<file path="src/rtl/mips_pkg.sv">
// Shared definitions for the 8-bit pipeline: widths, FSM state type and
// control-field encodings used by the MEM stage.
package mips_pkg;
    localparam int PC_W      = 12;
    localparam int DATA_W    = 8;
    localparam int REG_IDX_W = 3;

    typedef enum logic [0:0] {
        CLEAR = 1'b0,
        RUN   = 1'b1
    } mem_state_t;

    localparam logic MEMRW_STORE = 1'b1;
    localparam logic WBSEL_MEM   = 1'b1;
endpackage

</file>
<file path="src/rtl/data_mem.sv">
// Data memory: synchronous write, asynchronous read. With MEM_PARITY_EN
// defined, one even-parity bit is kept per word and checked on read.
module data_mem #(
    parameter int ADDR_W = 8,
    parameter int DATA_W = 8
) (
    input  logic              clk,
    input  logic              i_we,
    input  logic [ADDR_W-1:0] i_waddr,
    input  logic [DATA_W-1:0] i_wdata,
    input  logic [ADDR_W-1:0] i_raddr,
    output logic [DATA_W-1:0] o_rdata
`ifdef MEM_PARITY_EN
   ,output logic              o_par_err
`endif
);
    localparam int DEPTH = 2 ** ADDR_W;

    logic [DATA_W-1:0] r_mem [DEPTH];

    always_ff @(posedge clk) begin
        if (i_we) r_mem[i_waddr] <= i_wdata;
    end

    assign o_rdata = r_mem[i_raddr];

`ifdef MEM_PARITY_EN
    logic r_par [DEPTH];

    // A cleared word (data 0) carries parity 0, so the sweep stays consistent.
    always_ff @(posedge clk) begin
        if (i_we) r_par[i_waddr] <= ^i_wdata;
    end

    assign o_par_err = r_par[i_raddr] ^ (^r_mem[i_raddr]);
`endif
endmodule

</file>
<file path="src/rtl/mem_stage.sv">
// MEM stage: data memory access, branch resolution and MEM/WB latch, with a
// post-reset memory-clear sweep. Optional parity checking via MEM_PARITY_EN.
module mem_stage
    import mips_pkg::*;
#(
    parameter int ADDR_W = 8,
    parameter int DATA_W = 8,
    parameter int CNT_W  = 16
) (
    input  logic                 clk,
    input  logic                 rst,
    input  logic [PC_W-1:0]      in_new_branch_pc,
    input  logic                 in_zero,
    input  logic [DATA_W-1:0]    in_alu_result,
    input  logic [DATA_W-1:0]    in_data_2,
    input  logic [REG_IDX_W-1:0] in_reg_write,
    input  logic                 in_MEM_mem_read_write,
    input  logic                 in_MEM_pc_src,
    input  logic                 in_WB_mem_or_alu,
    input  logic                 in_WB_reg_write_signal,
    output logic                 out_branch_taken,
    output logic [PC_W-1:0]      out_branch_pc,
    output logic                 out_stall,
    output logic [DATA_W-1:0]    out_wb_data,
    output logic [REG_IDX_W-1:0] out_reg_write,
    output logic                 out_WB_reg_write_signal,
    output logic [CNT_W-1:0]     out_store_count
`ifdef MEM_PARITY_EN
   ,output logic                 out_parity_err
`endif
);
    localparam logic [ADDR_W-1:0] LAST_ADDR = '1;

    mem_state_t           r_state;
    logic [ADDR_W-1:0]    r_clr_addr;
    logic [DATA_W-1:0]    r_wb_data;
    logic [REG_IDX_W-1:0] r_reg_write;
    logic                 r_wb_we;
    logic [CNT_W-1:0]     r_store_cnt;

    logic                 w_run;
    logic                 w_store;
    logic [ADDR_W-1:0]    w_addr;
    logic                 w_we;
    logic [ADDR_W-1:0]    w_waddr;
    logic [DATA_W-1:0]    w_wdata;
    logic [DATA_W-1:0]    w_rdata;

    assign w_run   = (r_state == RUN);
    assign w_addr  = in_alu_result[ADDR_W-1:0];
    assign w_store = w_run && (in_MEM_mem_read_write == MEMRW_STORE);

    // Reset wins over both the sweep write and a RUN store in the same cycle.
    assign w_we    = !rst && (!w_run || w_store);
    assign w_waddr = w_run ? w_addr : r_clr_addr;
    assign w_wdata = w_run ? in_data_2 : '0;

`ifdef MEM_PARITY_EN
    logic w_par_err;
    logic r_parity_err;
`endif

    data_mem #(.ADDR_W(ADDR_W), .DATA_W(DATA_W)) u_mem (
        .clk     (clk),
        .i_we    (w_we),
        .i_waddr (w_waddr),
        .i_wdata (w_wdata),
        .i_raddr (w_addr),
        .o_rdata (w_rdata)
`ifdef MEM_PARITY_EN
       ,.o_par_err(w_par_err)
`endif
    );

    always_ff @(posedge clk) begin
        if (rst) begin
            r_state     <= CLEAR;
            r_clr_addr  <= '0;
            r_wb_data   <= '0;
            r_reg_write <= '0;
            r_wb_we     <= 1'b0;
            r_store_cnt <= '0;
`ifdef MEM_PARITY_EN
            r_parity_err <= 1'b0;
`endif
        end else begin
            case (r_state)
                CLEAR: begin
                    r_clr_addr  <= r_clr_addr + 1'b1;
                    r_wb_data   <= '0;
                    r_reg_write <= '0;
                    r_wb_we     <= 1'b0;
`ifdef MEM_PARITY_EN
                    r_parity_err <= 1'b0;
`endif
                    if (r_clr_addr == LAST_ADDR) r_state <= RUN;
                end
                RUN: begin
                    r_wb_data   <= (in_WB_mem_or_alu == WBSEL_MEM) ? w_rdata : in_alu_result;
                    r_reg_write <= in_reg_write;
                    r_wb_we     <= in_WB_reg_write_signal;
`ifdef MEM_PARITY_EN
                    r_parity_err <= (in_WB_mem_or_alu == WBSEL_MEM) && w_par_err;
`endif
                    if (w_store && (r_store_cnt != '1))
                        r_store_cnt <= r_store_cnt + 1'b1;
                end
                default: r_state <= CLEAR;
            endcase
        end
    end

    assign out_branch_taken        = w_run && !rst && in_MEM_pc_src && in_zero;
    assign out_branch_pc           = in_new_branch_pc;
    assign out_stall               = !w_run;
    assign out_wb_data             = r_wb_data;
    assign out_reg_write           = r_reg_write;
    assign out_WB_reg_write_signal = r_wb_we;
    assign out_store_count         = r_store_cnt;
`ifdef MEM_PARITY_EN
    assign out_parity_err          = r_parity_err;
`endif
endmodule

</file>
<file path="config.mk">
export PLATFORM = sky130hd
export DESIGN_NAME = mem_stage
export DESIGN_NICKNAME = d
export VERILOG_FILES = /design/src/rtl/mips_pkg.sv /design/src/rtl/data_mem.sv /design/src/rtl/mem_stage.sv
export SDC_FILE = /design/constraint.sdc
export NUM_CORES = 2
export LEC_CHECK = 0
export CAP_MARGIN = 5
export CORE_MARGIN = 2
export CORE_UTILIZATION = 40
export CTS_CLUSTER_DIAMETER = 40
export DETAILED_ROUTE_END_ITERATION = 10
export HOLD_SLACK_MARGIN = 0.06
export PLACE_DENSITY_LB_ADDON = 0.3
export SLEW_MARGIN = 20
export SYNTH_ARGS = -nofsm -noshare
export SYNTH_HDL_FRONTEND = slang
export SYNTH_SLANG_ARGS = --single-unit
</file>
<file path="constraint.sdc">
create_clock -name clk -period 6.8 [get_ports clk]
set_input_delay 1.7 -clock clk [delete_from_list [all_inputs] [get_ports clk]]
set_output_delay 1.7 -clock clk [all_outputs]
set_load 0.02 [all_outputs]
</file>
==> reports/metrics.yaml <==
run_status:
  status: "finished clean"
cts:
  clockBufferDepth: 4
  ctsHoldBuffers: 0
  cts.clk_slew.worst_paths_ns: 0.06
  cts.sink_count: 2085
  cts-root-buf: "clkbuf_16"
  clock_latency_ns: 0.94
  cts_buffers: 277
  cts_setup_buffers: 0
  ctsResizeCount: 0
  h-tree-depth: 5
  cts_tree: "yes"
synthesis:
  synth_area_per_cell_um2: 21.7
  synth_cells: 3741
  ys.flop_type: "edfxtp_1"
  yosysUniqueCellTypes: 58
  ys_seq_area_share_pct: 76.7
  netlist_area_um2: 81200
  synth_edf_count: 2048
  syn-num-nets: 3781
  synth_warnings: 0
  synth_seq_cells: 2085
  synth-async-reset-ratio_pct: 0
worst_setup_path:
  slowest_stage: "dfxtp_1"
  critPathTopFamily: "buffers and inverters"
  worstSetupEndpointType: "primary output"
  reg2reg_from: "r_state$_SDFF_PP0_"
  worst-endpoint-required_ns: 5.10
  path_cells: "buf_4 > inv_1 > nor2_1 > buf_4 > and3_1 > clkdlybuf4s50_1"
  crit_cells: 6
  crit_arrival_ns: 3.67
  reg2reg_setup_slack_ns: 2.29
  critical_path_buf_inv_count: 4
  reg2reg_to: "u_mem.r_mem[13][1]$_DFFE_PP_"
  reg2regPathDepth: 6
  cpMostUsedCell: "buf_4"
  worstSetupPathType: "reg2out"
  startpoint: "r_state$_SDFF_PP0_"
  slowest_delay_ns: 0.78
  start_kind: "flop"
  crit_fanout: 21
worst_hold_path:
  hold_path_class: "reg2reg"
  hold_depth: 2
  min_from: "out_store_count[9]$_SDFFE_PP0P_"
  holdPathEnd: "out_store_count[9]$_SDFFE_PP0P_"
die:
  fp.dieH_um: 455
  fp.dieW_um: 455
  initial_core_util_pct: 40.2
  core_region_area_um2: 202000
  rows: 165
  dieArea_um2: 207000
  pin_count: 80
place:
  port_buffers: 55
  place_ws_ns: 1.41
  post-dp-hpwl_um: 126000
  place_area_um2: 85100
  gp_congestion: 0.931
sta:
  min_period_ns: 5.37
  hold_violations: 0
  max_slew_margin_pct: 13.2
  skew_ns: 0.0653
  fin_ws_ns: 1.43
  rsz0062_at_grt: "no"
  slew_violations: 0
  report.final.setup_viol: 0
  fmax_mhz: 186
  worstMarginPinSlew_ns: 1.30
  fin_crit_sh_pct: 78.9
  tns_ns: 0
routing:
  drc: 0
  ant_nets: 0
  drtIter0Drc: 5562
  routedWlPerCell_um: 30.7
  drt_wl_total_um: 210000
  dr.pass1.iters: 6
  viasPerCell: 5.86
  dr_total_vias: 40082
finish:
  final_cell_area_um2: 93900
  final_common_cell: "edfxtp_1"
  drive_gt1_share_pct: 27.1
  area_growth_syn_to_layout_pct: 15.7
  final_util_pct: 46.5
  nNetsFinal: 4012
  regArea_um2: 62200
  multi_input_area_um2: 17700
  final_cell_mix: "2,048 x edfxtp_1, 576 x mux4_2, 309 x nor2_1, 287 x clkbuf_16, 98 x nand2_1"
  num-fill-cells: 16554
grt:
  grt_max_degree: 208
  gr-total-overflow: 0
  grt_pass1_vias: 40132
  antenna_found_initial: 6
  grt_pass1_wl_um: 299000
  grt_usage_pct: 20.3
power:
  powerDensity_nw_per_um2: 308
  ir_worst_vdd_uv: 311
  leakagePower_uw: 0.0308
run:
  cap_viol_max_count: 0
## synthesized netlist by cell type, types with 10 or more instances
library cell / n / area [um2]
edfxtp_1: 2048 / 61500
buf_1: 17 / 63.8
o21ai_0: 15 / 75.1
dfxtp_1: 37 / 741
nand2_1: 98 / 368
inv_1: 14 / 52.6
a22oi_1: 17 / 128
buf_6: 23 / 259
o22ai_1: 26 / 163
nor2_1: 312 / 1170
and2_1: 28 / 175
nor3_1: 21 / 105
clkbuf_1: 83 / 312
mux2i_1: 71 / 711
a211oi_1: 15 / 113
mux4_2: 576 / 13000
a21oi_1: 29 / 145
buf_2: 50 / 250
buf_4: 48 / 360
o221ai_1: 26 / 228
nand4_1: 10 / 62.6
nand3_1: 53 / 265
a2111oi_0: 10 / 87.6
## metal layers
layer  global-route usage (%)  up-vias  part of all wire [%]
met4                     7.61        4                   3.8
met3                     4.98      423                   8.5
met2                     30.8     2039                    46
met1                     28.4    21436                    41
met5                        0        -                 0.014
li1                         -    16180                     -
## area by class of cell
class                   count  area share [%]
diodes                      3         0.00799
clock buffers             321            7.78
clock inverters           153            1.62
inverters                  16          0.0706
multi-input cells        1419            18.8
flip-flops and latches   2085            66.3
well taps                2672            3.56
repair buffers            173            1.87
## flip-flops by register name (all words and copies together), names as in the netlist
| signal | cells |
|---|---|
| u_mem.r_mem | 2048 |
| out_WB_reg_write_signal | 1 |
| out_reg_write | 3 |
| out_wb_data | 8 |
| r_clr_addr | 8 |
| r_state | 1 |
| out_store_count | 16 |
## worst max path at each step
stage / to / slack (ns)
finish: out_branch_taken / 1.43
global route: out_branch_taken / 1.28
CTS: out_branch_taken / 1.41
detailed placement: u_mem.r_mem[29][3]$_DFFE_PP_ / 1.41
global placement: out_wb_data[2]$_SDFF_PP0_ / 1.41
floorplan: u_mem.r_mem[0][0]$_DFFE_PP_ / 1.01
## where the power goes
group          switching, uW  internal (uW)
combinational            601            422
clock                   5440           8540
sequential              5.26          13900
## tightest hold or removal path, stage by stage, from the launching register on
cell     delay [ns]
dfxtp_1        0.33
o21ai_0        0.08
a21oi_1        0.07
## per-stage QoR
| step | std cells | total power (uW) | hold WS (ns) |
|---|---|---|---|
| after global placement | 6363 | 15200 | 0.487 |
| after floorplan | 3741 | 14800 | 0.489 |
| after detailed placement | 6364 | 15200 | 0.515 |
| after global routing | 6839 | 29700 | 0.546 |
| after CTS | 6838 | 29100 | 0.523 |
| final | 6842 | 28900 | 0.525 |
## cell families (layout without fill, tap and decap cells)
family,Yosys count,after routing,share of synthesized area (%)
flops,2085,2085,76.7
mux,651,651,16.9
simple gates,561,561,2.96
buf+inv,237,663,1.61
compound gates,188,188,1.66
xor+xnor,17,17,0.183
fa+ha+maj,2,2,0.0308
other cells,0,3,0
Note: power is estimated with default switching activity, not from simulation.
